<file path="src/rtl/wb_stream_writer_cfg_mc_if.sv">
// Wishbone classic bus bundle between the CPU side and the stream writer config block.
interface wb_stream_writer_cfg_mc_if #(
    parameter int AW = 32,
    parameter int DW = 32
);
    logic [AW-1:0] wb_adr_i;
    logic [DW-1:0] wb_dat_i;
    logic [3:0]    wb_sel_i;
    logic          wb_we_i;
    logic          wb_cyc_i;
    logic          wb_stb_i;
    logic [2:0]    wb_cti_i;
    logic [1:0]    wb_bte_i;
    logic [DW-1:0] wb_dat_o;
    logic          wb_ack_o;
    logic          wb_err_o;
    logic          wb_rty_o;

    modport slave (
        input  wb_adr_i, wb_dat_i, wb_sel_i, wb_we_i, wb_cyc_i, wb_stb_i, wb_cti_i, wb_bte_i,
        output wb_dat_o, wb_ack_o, wb_err_o, wb_rty_o
    );

    modport master (
        output wb_adr_i, wb_dat_i, wb_sel_i, wb_we_i, wb_cyc_i, wb_stb_i, wb_cti_i, wb_bte_i,
        input  wb_dat_o, wb_ack_o, wb_err_o, wb_rty_o
    );
endinterface

</file>
<file path="src/rtl/wb_stream_writer_cfg_mc.sv">
// Multi-channel Wishbone config/status block for the stream writer DMA engines.
// Optional interrupt logic is enabled by defining WB_STREAM_WRITER_CFG_IRQ_EN.
module wb_stream_writer_cfg_mc #(
    parameter int WB_AW    = 32,
    parameter int WB_DW    = 32,
    parameter int CHANNELS = 2
) (
    input  logic                      wb_clk_i,
    input  logic                      wb_rst_i,
    wb_stream_writer_cfg_mc_if.slave  wb,
    output logic [CHANNELS-1:0]       enable,
    output logic [CHANNELS*WB_AW-1:0] start_adr,
    output logic [CHANNELS*WB_AW-1:0] buf_size,
    output logic [CHANNELS*WB_AW-1:0] burst_size,
    input  logic [CHANNELS-1:0]       done_i,
    output logic [CHANNELS-1:0]       busy_o,
    output logic                      irq_o
);
    localparam int             LP_WW    = WB_AW - 2;
    localparam logic [LP_WW-1:0] LP_LIMIT = LP_WW'(4 * (CHANNELS + 1));

    logic [LP_WW-1:0]    w_word;
    logic                w_req;
    logic                w_wr;
    logic                w_is_glb;
    logic                w_mapped;
    logic [WB_DW-1:0]    w_wmask;
    logic [WB_DW-1:0]    w_wdat_m;
    logic [CHANNELS-1:0] w_wbits;
    logic [CHANNELS-1:0] w_ch_hit;
    logic [CHANNELS-1:0] w_cfg_ok;
    logic [CHANNELS-1:0] w_start;
    logic [CHANNELS-1:0] w_done;
    logic [CHANNELS-1:0] w_irq_status;
    logic [CHANNELS-1:0] w_irq_mask;
    logic [WB_DW-1:0]    w_rd_ch [CHANNELS];
    logic [WB_DW-1:0]    w_rd;
    logic                w_unused;

    logic [CHANNELS-1:0] r_enable;
    logic [CHANNELS-1:0] r_busy;
    logic [WB_DW-1:0]    r_dat;
    logic                r_ack;
    logic                r_err;

    function automatic logic [WB_AW-1:0] f_merge(input logic [WB_AW-1:0] old_v,
                                                 input logic [WB_DW-1:0] dat_v,
                                                 input logic [WB_DW-1:0] msk_v);
        return WB_AW'((WB_DW'(old_v) & ~msk_v) | (dat_v & msk_v));
    endfunction

    assign w_word   = wb.wb_adr_i[WB_AW-1:2];
    assign w_req    = wb.wb_cyc_i & wb.wb_stb_i & ~r_ack & ~r_err;
    assign w_wr     = w_req & wb.wb_we_i;
    assign w_is_glb = (w_word[LP_WW-1:2] == '0);
    // Slot k3 of every channel window is reserved and answers with err.
    assign w_mapped = w_is_glb | ((w_word < LP_LIMIT) & (w_word[1:0] != 2'd3));
    assign w_wmask  = WB_DW'({{8{wb.wb_sel_i[3]}}, {8{wb.wb_sel_i[2]}},
                              {8{wb.wb_sel_i[1]}}, {8{wb.wb_sel_i[0]}}});
    assign w_wdat_m = wb.wb_dat_i & w_wmask;
    assign w_wbits  = w_wdat_m[CHANNELS-1:0];
    assign w_unused = ^{wb.wb_cti_i, wb.wb_bte_i, wb.wb_adr_i[1:0]};

    generate
        for (genvar gi = 0; gi < CHANNELS; gi++) begin : g_ch
            logic [WB_AW-1:0] r_start_adr;
            logic [WB_AW-1:0] r_buf_size;
            logic [WB_AW-1:0] r_burst_size;
            logic             w_cfg_we;

            assign w_ch_hit[gi] = (w_word[LP_WW-1:2] == (LP_WW-2)'(gi + 1));
            assign w_cfg_we     = w_wr & w_ch_hit[gi] & ~r_busy[gi];

            always_ff @(posedge wb_clk_i or negedge wb_rst_i) begin
                if (!wb_rst_i) begin
                    r_start_adr  <= '0;
                    r_buf_size   <= '0;
                    r_burst_size <= '0;
                end else if (w_cfg_we) begin
                    case (w_word[1:0])
                        2'd0:    r_start_adr  <= f_merge(r_start_adr, wb.wb_dat_i, w_wmask);
                        2'd1:    r_buf_size   <= f_merge(r_buf_size, wb.wb_dat_i, w_wmask);
                        2'd2:    r_burst_size <= f_merge(r_burst_size, wb.wb_dat_i, w_wmask);
                        default: ;
                    endcase
                end
            end

            assign start_adr [gi*WB_AW +: WB_AW] = r_start_adr;
            assign buf_size  [gi*WB_AW +: WB_AW] = r_buf_size;
            assign burst_size[gi*WB_AW +: WB_AW] = r_burst_size;
            assign w_cfg_ok[gi] = (|r_buf_size) & (|r_burst_size);
            assign w_rd_ch[gi]  = (w_word[1:0] == 2'd0) ? WB_DW'(r_start_adr)  :
                                  (w_word[1:0] == 2'd1) ? WB_DW'(r_buf_size)   :
                                  (w_word[1:0] == 2'd2) ? WB_DW'(r_burst_size) : '0;
        end
    endgenerate

    // Start decision looks at pre-edge busy, so a start racing a done is dropped.
    assign w_start = {CHANNELS{w_wr & (w_word == '0)}} & w_wbits & ~r_busy & w_cfg_ok;
    assign w_done  = done_i & r_busy;

    always_ff @(posedge wb_clk_i or negedge wb_rst_i) begin
        if (!wb_rst_i) begin
            r_enable <= '0;
            r_busy   <= '0;
        end else begin
            r_enable <= w_start;
            r_busy   <= (r_busy & ~w_done) | w_start;
        end
    end

`ifdef WB_STREAM_WRITER_CFG_IRQ_EN
    logic [CHANNELS-1:0] r_irq_status;
    logic [CHANNELS-1:0] r_irq_mask;
    logic                r_irq;
    logic [CHANNELS-1:0] w_w1c;

    assign w_w1c = (w_wr && w_word == LP_WW'(1)) ? w_wbits : '0;

    always_ff @(posedge wb_clk_i or negedge wb_rst_i) begin
        if (!wb_rst_i) begin
            r_irq_status <= '0;
            r_irq_mask   <= '0;
            r_irq        <= 1'b0;
        end else begin
            // Completion set wins over a concurrent write-1-to-clear.
            r_irq_status <= (r_irq_status & ~w_w1c) | w_done;
            if (w_wr && w_word == LP_WW'(2))
                r_irq_mask <= (r_irq_mask & ~w_wmask[CHANNELS-1:0]) | w_wbits;
            r_irq <= |(r_irq_status & r_irq_mask);
        end
    end

    assign w_irq_status = r_irq_status;
    assign w_irq_mask   = r_irq_mask;
    assign irq_o        = r_irq;
`else
    assign w_irq_status = '0;
    assign w_irq_mask   = '0;
    assign irq_o        = 1'b0;
`endif

    always_comb begin
        w_rd = '0;
        if (w_is_glb) begin
            case (w_word[1:0])
                2'd0:    w_rd[CHANNELS-1:0] = r_busy;
                2'd1:    w_rd[CHANNELS-1:0] = w_irq_status;
                2'd2:    w_rd[CHANNELS-1:0] = w_irq_mask;
                default: w_rd = WB_DW'({16'h0001, 8'h00, 8'(CHANNELS)});
            endcase
        end else begin
            for (int c = 0; c < CHANNELS; c++)
                if (w_ch_hit[c]) w_rd = w_rd_ch[c];
        end
    end

    always_ff @(posedge wb_clk_i or negedge wb_rst_i) begin
        if (!wb_rst_i) begin
            r_ack <= 1'b0;
            r_err <= 1'b0;
            r_dat <= '0;
        end else begin
            r_ack <= w_req & w_mapped;
            r_err <= w_req & ~w_mapped;
            if (w_req) r_dat <= w_mapped ? w_rd : '0;
        end
    end

    assign wb.wb_dat_o = r_dat;
    assign wb.wb_ack_o = r_ack;
    assign wb.wb_err_o = r_err;
    assign wb.wb_rty_o = 1'b0;
    assign enable      = r_enable;
    assign busy_o      = r_busy;
endmodule
</file>
<file path="src/flat_wrapper.sv">
// flat-port wrapper written by rule: the top's interface ports become plain ports
module wb_stream_writer_cfg_mc_flat 
#(
    parameter int WB_AW    = 32,
    parameter int WB_DW    = 32,
    parameter int CHANNELS = 2
)
  (wb_clk_i, wb_rst_i, enable, start_adr, buf_size, burst_size, done_i, busy_o, irq_o, wb_wb_adr_i, wb_wb_dat_i, wb_wb_sel_i, wb_wb_we_i, wb_wb_cyc_i, wb_wb_stb_i, wb_wb_cti_i, wb_wb_bte_i, wb_wb_dat_o, wb_wb_ack_o, wb_wb_err_o, wb_wb_rty_o);
  wb_stream_writer_cfg_mc_if wb_i ();
  input  logic wb_clk_i;
  input  logic wb_rst_i;
  output logic [CHANNELS-1:0] enable;
  output logic [CHANNELS*WB_AW-1:0] start_adr;
  output logic [CHANNELS*WB_AW-1:0] buf_size;
  output logic [CHANNELS*WB_AW-1:0] burst_size;
  input  logic [CHANNELS-1:0] done_i;
  output logic [CHANNELS-1:0] busy_o;
  output logic irq_o;
  input wire logic [$bits(wb_i.wb_adr_i)-1:0] wb_wb_adr_i;
  input wire logic [$bits(wb_i.wb_dat_i)-1:0] wb_wb_dat_i;
  input wire logic [$bits(wb_i.wb_sel_i)-1:0] wb_wb_sel_i;
  input wire logic [$bits(wb_i.wb_we_i)-1:0] wb_wb_we_i;
  input wire logic [$bits(wb_i.wb_cyc_i)-1:0] wb_wb_cyc_i;
  input wire logic [$bits(wb_i.wb_stb_i)-1:0] wb_wb_stb_i;
  input wire logic [$bits(wb_i.wb_cti_i)-1:0] wb_wb_cti_i;
  input wire logic [$bits(wb_i.wb_bte_i)-1:0] wb_wb_bte_i;
  output wire logic [$bits(wb_i.wb_dat_o)-1:0] wb_wb_dat_o;
  output wire logic [$bits(wb_i.wb_ack_o)-1:0] wb_wb_ack_o;
  output wire logic [$bits(wb_i.wb_err_o)-1:0] wb_wb_err_o;
  output wire logic [$bits(wb_i.wb_rty_o)-1:0] wb_wb_rty_o;
  assign wb_i.wb_adr_i = wb_wb_adr_i;
  assign wb_i.wb_dat_i = wb_wb_dat_i;
  assign wb_i.wb_sel_i = wb_wb_sel_i;
  assign wb_i.wb_we_i = wb_wb_we_i;
  assign wb_i.wb_cyc_i = wb_wb_cyc_i;
  assign wb_i.wb_stb_i = wb_wb_stb_i;
  assign wb_i.wb_cti_i = wb_wb_cti_i;
  assign wb_i.wb_bte_i = wb_wb_bte_i;
  assign wb_wb_dat_o = wb_i.wb_dat_o;
  assign wb_wb_ack_o = wb_i.wb_ack_o;
  assign wb_wb_err_o = wb_i.wb_err_o;
  assign wb_wb_rty_o = wb_i.wb_rty_o;
  wb_stream_writer_cfg_mc #(.WB_AW(WB_AW), .WB_DW(WB_DW), .CHANNELS(CHANNELS)) u_core (.wb_clk_i(wb_clk_i), .wb_rst_i(wb_rst_i), .wb(wb_i), .enable(enable), .start_adr(start_adr), .buf_size(buf_size), .burst_size(burst_size), .done_i(done_i), .busy_o(busy_o), .irq_o(irq_o));
endmodule
</file>
<file path="config.mk">
export PLATFORM = sky130hd
export DESIGN_NAME = wb_stream_writer_cfg_mc_flat
export DESIGN_NICKNAME = d
export VERILOG_FILES = /design/src/rtl/wb_stream_writer_cfg_mc_if.sv /design/src/rtl/wb_stream_writer_cfg_mc.sv /design/src/flat_wrapper.sv
export SDC_FILE = /design/constraint.sdc
export NUM_CORES = 1
export LEC_CHECK = 0
export ABC_CLOCK_PERIOD_IN_PS = 3250
export CAP_MARGIN = 20
export CORE_AREA = 5 5 156 158
export CTS_CLUSTER_DIAMETER = 80
export DETAILED_ROUTE_END_ITERATION = 7
export DIE_AREA = 0 0 161 163
export PLACE_DENSITY = 0.8
export SLEW_MARGIN = 10
export SYNTH_ARGS = -nofsm -noshare
export SYNTH_HDL_FRONTEND = slang
export SYNTH_SLANG_ARGS = --single-unit
</file>
<file path="constraint.sdc">
create_clock -name wb_clk_i -period 3.25 [get_ports wb_clk_i]
set_input_delay 0.4875 -clock wb_clk_i [delete_from_list [all_inputs] [get_ports wb_clk_i]]
set_output_delay 0.4875 -clock wb_clk_i [all_outputs]
set_load 0.01 [all_outputs]
</file>
==> impl_metrics.py <==
metrics = {
    "synthesis": {
        "synth_edf_count": 0,
        "synth_ff_type": "dfrtp_1",
        "synth_top_area_cell": "dfrtp_1",
        "netlist_area_um2": 10700,
        "yosysMostFrequentCell": "dfrtp_1",
        "ys_types": 39,
        "synth-seq-cells": 230,
        "synth_commonest_cells": "dfrtp_1 (230), mux2_2 (193), nand2_1 (102)",
        "netlist_instances": 882,
        "synth_area_leaders": "dfrtp_1 (54%), mux2_2 (20%), mux2i_1 (5.9%)",
        "avgSynthCellArea_um2": 12.2,
        "async_flop_share_pct": 100,
        "synth_top_area_share_pct": 53.6,
        "ys_seq_area_share_pct": 53.6,
        "ys.warnings.count": 0,
    },
    "worst_setup_path": {
        "cp_slowest_cell": "clkdlybuf4s50_1",
        "reg2reg_depth": 6,
        "cp_data_required_time_ps": 3650,
        "crit_start": "wb_wb_adr_i[12]",
        "r2r_start": "u_core.wb.wb_err_o",
        "cp-start-kind": "input pin",
        "crit_chain": "clkdlybuf4s50_1 -> nor4_1 -> buf_4 -> nand4_1 -> buf_4 -> or2_0 -> buf_12 -> nor4_4 -> buf_4 -> mux2_2",
        "cp_max_fo": 8,
        "cpPeakStageDelay_ps": 430,
        "cp_common_cell": "buf_4",
        "end_kind": "register",
        "r2r_end": "u_core.wb.wb_dat_o[5]",
        "crit_type": "in2reg",
        "arrival_ps": 3180,
        "regToRegSetupSlack_ps": 930,
    },
    "route": {
        "postRouteAntennaNets": 0,
        "vias_per_cell": 5.97,
        "drc": 0,
        "drt_iter0_markers": 672,
        "firstDrtPassIters": 5,
        "routedWlPerCell_um": 24.8,
        "num_vias": 9112,
        "totalWireLength_um": 37900,
    },
    "sta": {
        "rsz0062_at_grt": "no",
        "hold_viol_final": 16,
        "fin_crit_ps": 2780,
        "drv_slew": 0,
        "max-slew-margin-rel_pct": 46.5,
        "finalSetupViolations": 0,
        "worst-slew-pin-transition_ps": 796,
        "fin_skew_ps": 17.2,
        "timing.hold.ws_ps": -19.8,
        "post-route-period-util_pct": 85.5,
        "fmax_mhz": 360,
    },
    "outcome": {
        "violations": "negative hold slack",
        "status": "finished with violations",
    },
    "clock_tree": {
        "clock_latency_ps": 520,
        "cts_tree": "yes",
        "cts.sinks": 230,
        "clk_pin_slew_worst_paths_ps": 60,
        "cts_hold_buf": 0,
        "post_cts_buffers": 0,
        "cts_buffer_depth": 3,
        "cts_made_buffers": 25,
        "h-tree-depth": 1,
        "cts_resized": 0,
        "cts-root-buf": "clkbuf_16",
    },
    "global_route": {
        "antenna_found_initial": 3,
        "grtUsageMet3_pct": 5.47,
        "grt.met2_usage_pct": 45.5,
        "groute.usage.overall_pct": 28.1,
        "met1_usage_pct": 38.1,
        "grt_pass1_vias": 9430,
        "grt_pass1_wl_um": 57700,
        "grt-ovfl-total": 0,
        "grt_max_degree": 92,
        "top_usage_layer": "met2",
    },
    "placed_design": {
        "numPortBuffers": 302,
        "gp_congestion": 0.859,
        "dp.cells": 1479,
        "dp_hpwl_um": 26300,
    },
    "power_and_ir_drop": {
        "seqPwrFrac_pct": 47.6,
        "vdd_drop_max_mv": 0.374,
        "combPwrFrac_pct": 5.4,
        "p_int_mw": 4.68,
        "p_switching_mw": 1.35,
        "clkPwrFrac_pct": 47.0,
        "power.leakage_nw": 7.00,
        "p_sw_share_pct": 22.4,
        "power_density_nw_per_um2": 392,
    },
    "layout": {
        "num-fill-cells": 1713,
        "area_growth_pct": 43.2,
        "drive_gt1_share_pct": 24.1,
        "final_cells": 1527,
        "final_nets": 1296,
        "fin_util_pct": 66.9,
    },
    "run": {
        "max_cap_viol_count": 0,
    },
    "floorplanning": {
        "io_pins": 312,
        "coreArea_um2": 23000,
        "die_w_um": 161,
        "initial_core_util_pct": 46.7,
        "fp-row-count": 56,
        "dieArea_um2": 26200,
        "die_y_um": 163,
    },
    "min_path": {
        "hold_class": "in2async",
    },
}
==> cells in the final DEF (no fill, tap or decap), types with 4 or more instances in the layout <==
| cell type | count |
|---|---|
| o21ai_0 | 83 |
| buf_12 | 18 |
| a22oi_1 | 30 |
| clkbuf_8 | 5 |
| nor4_1 | 37 |
| nand2_1 | 102 |
| nor3_4 | 9 |
| clkdlybuf4s50_1 | 299 |
| o21ai_1 | 10 |
| clkbuf_16 | 25 |
| mux2_2 | 193 |
| a21oi_1 | 4 |
| mux2i_1 | 63 |
| dfrtp_1 | 230 |
| clkbuf_1 | 8 |
| nand4_1 | 10 |
| buf_4 | 30 |
| nand3_1 | 15 |
| nor2b_1 | 10 |
| nor2_1 | 10 |
==> logic make-up (layout without fill, tap and decap cells) <==
| group | count (synthesis) | in the layout | share of synthesized area, % |
|---|---|---|---|
| AOI/OAI and AO/OA | 137 | 137 | 7.36 |
| buffers and inverters | 46 | 397 | 1.84 |
| DFF | 230 | 230 | 53.6 |
| muxes | 256 | 256 | 26.1 |
| other | 1 | 5 | 0.0349 |
| and+or+nand+nor | 212 | 212 | 11.1 |
==> layout make-up <==
cell class                      count  area (um2)  share of cell area (%)
Multi-Input combinational cell    607        4820                    31.4
Clock buffer                       38         724                    4.71
Inverter                            3        11.3                  0.0732
Antenna cell                        3        7.51                  0.0488
Timing Repair Buffer              349        3600                    23.4
Clock inverter                      7        90.1                   0.586
Sequential cell                   230        5760                    37.4
Tap cell                          290         363                    2.36
==> routing by layer <==
metal  vias to the layer above  routed length (um)
li1                       3913                   -
met4                         0                1280
met2                       514               18000
met3                        89                3290
met5                         -                   0
met1                      4596               15300
==> per-stage QoR <==
step	power, mW	cell area, um2	setup WS (ps)	setup TNS, ps
3_5_place_dp	3.24	14600	-104	-3470
4_1_cts	6.06	15400	430	0
5_1_grt	6.20	15400	301	0
3_3_place_gp	3.24	14600	-58.7	-1520
2_1_floorplan	3.01	10700	691	0
6_report	6.02	15400	472	0
==> critical path: cells and delay by family <==
family / cells / cell delay (ps)
buffers and inverters: 5 / 1210
and+or+nand+nor: 4 / 1150
muxes: 1 / 340
==> power by group through the flow <==
stage / combinational [mW] / sequential (mW) / clock (mW)
3_3_place_gp: 0.323 / 2.92 / 0
4_1_cts: 0.328 / 2.87 / 2.86
6_report: 0.328 / 2.87 / 2.83
3_5_place_dp: 0.327 / 2.92 / 0
2_1_floorplan: 0.0952 / 2.92 / 0
5_1_grt: 0.351 / 2.86 / 2.99
==> worst max path at each step <==
stage               endpoint  slack, ps  cells past startpoint
floorplan           register        690                      6
global placement    register        -60                     10
detailed placement  register       -100                     10
CTS                 register        430                     10
global route        register        300                     10
finish              register        470                     10
(Power assumes the default switching activity.)
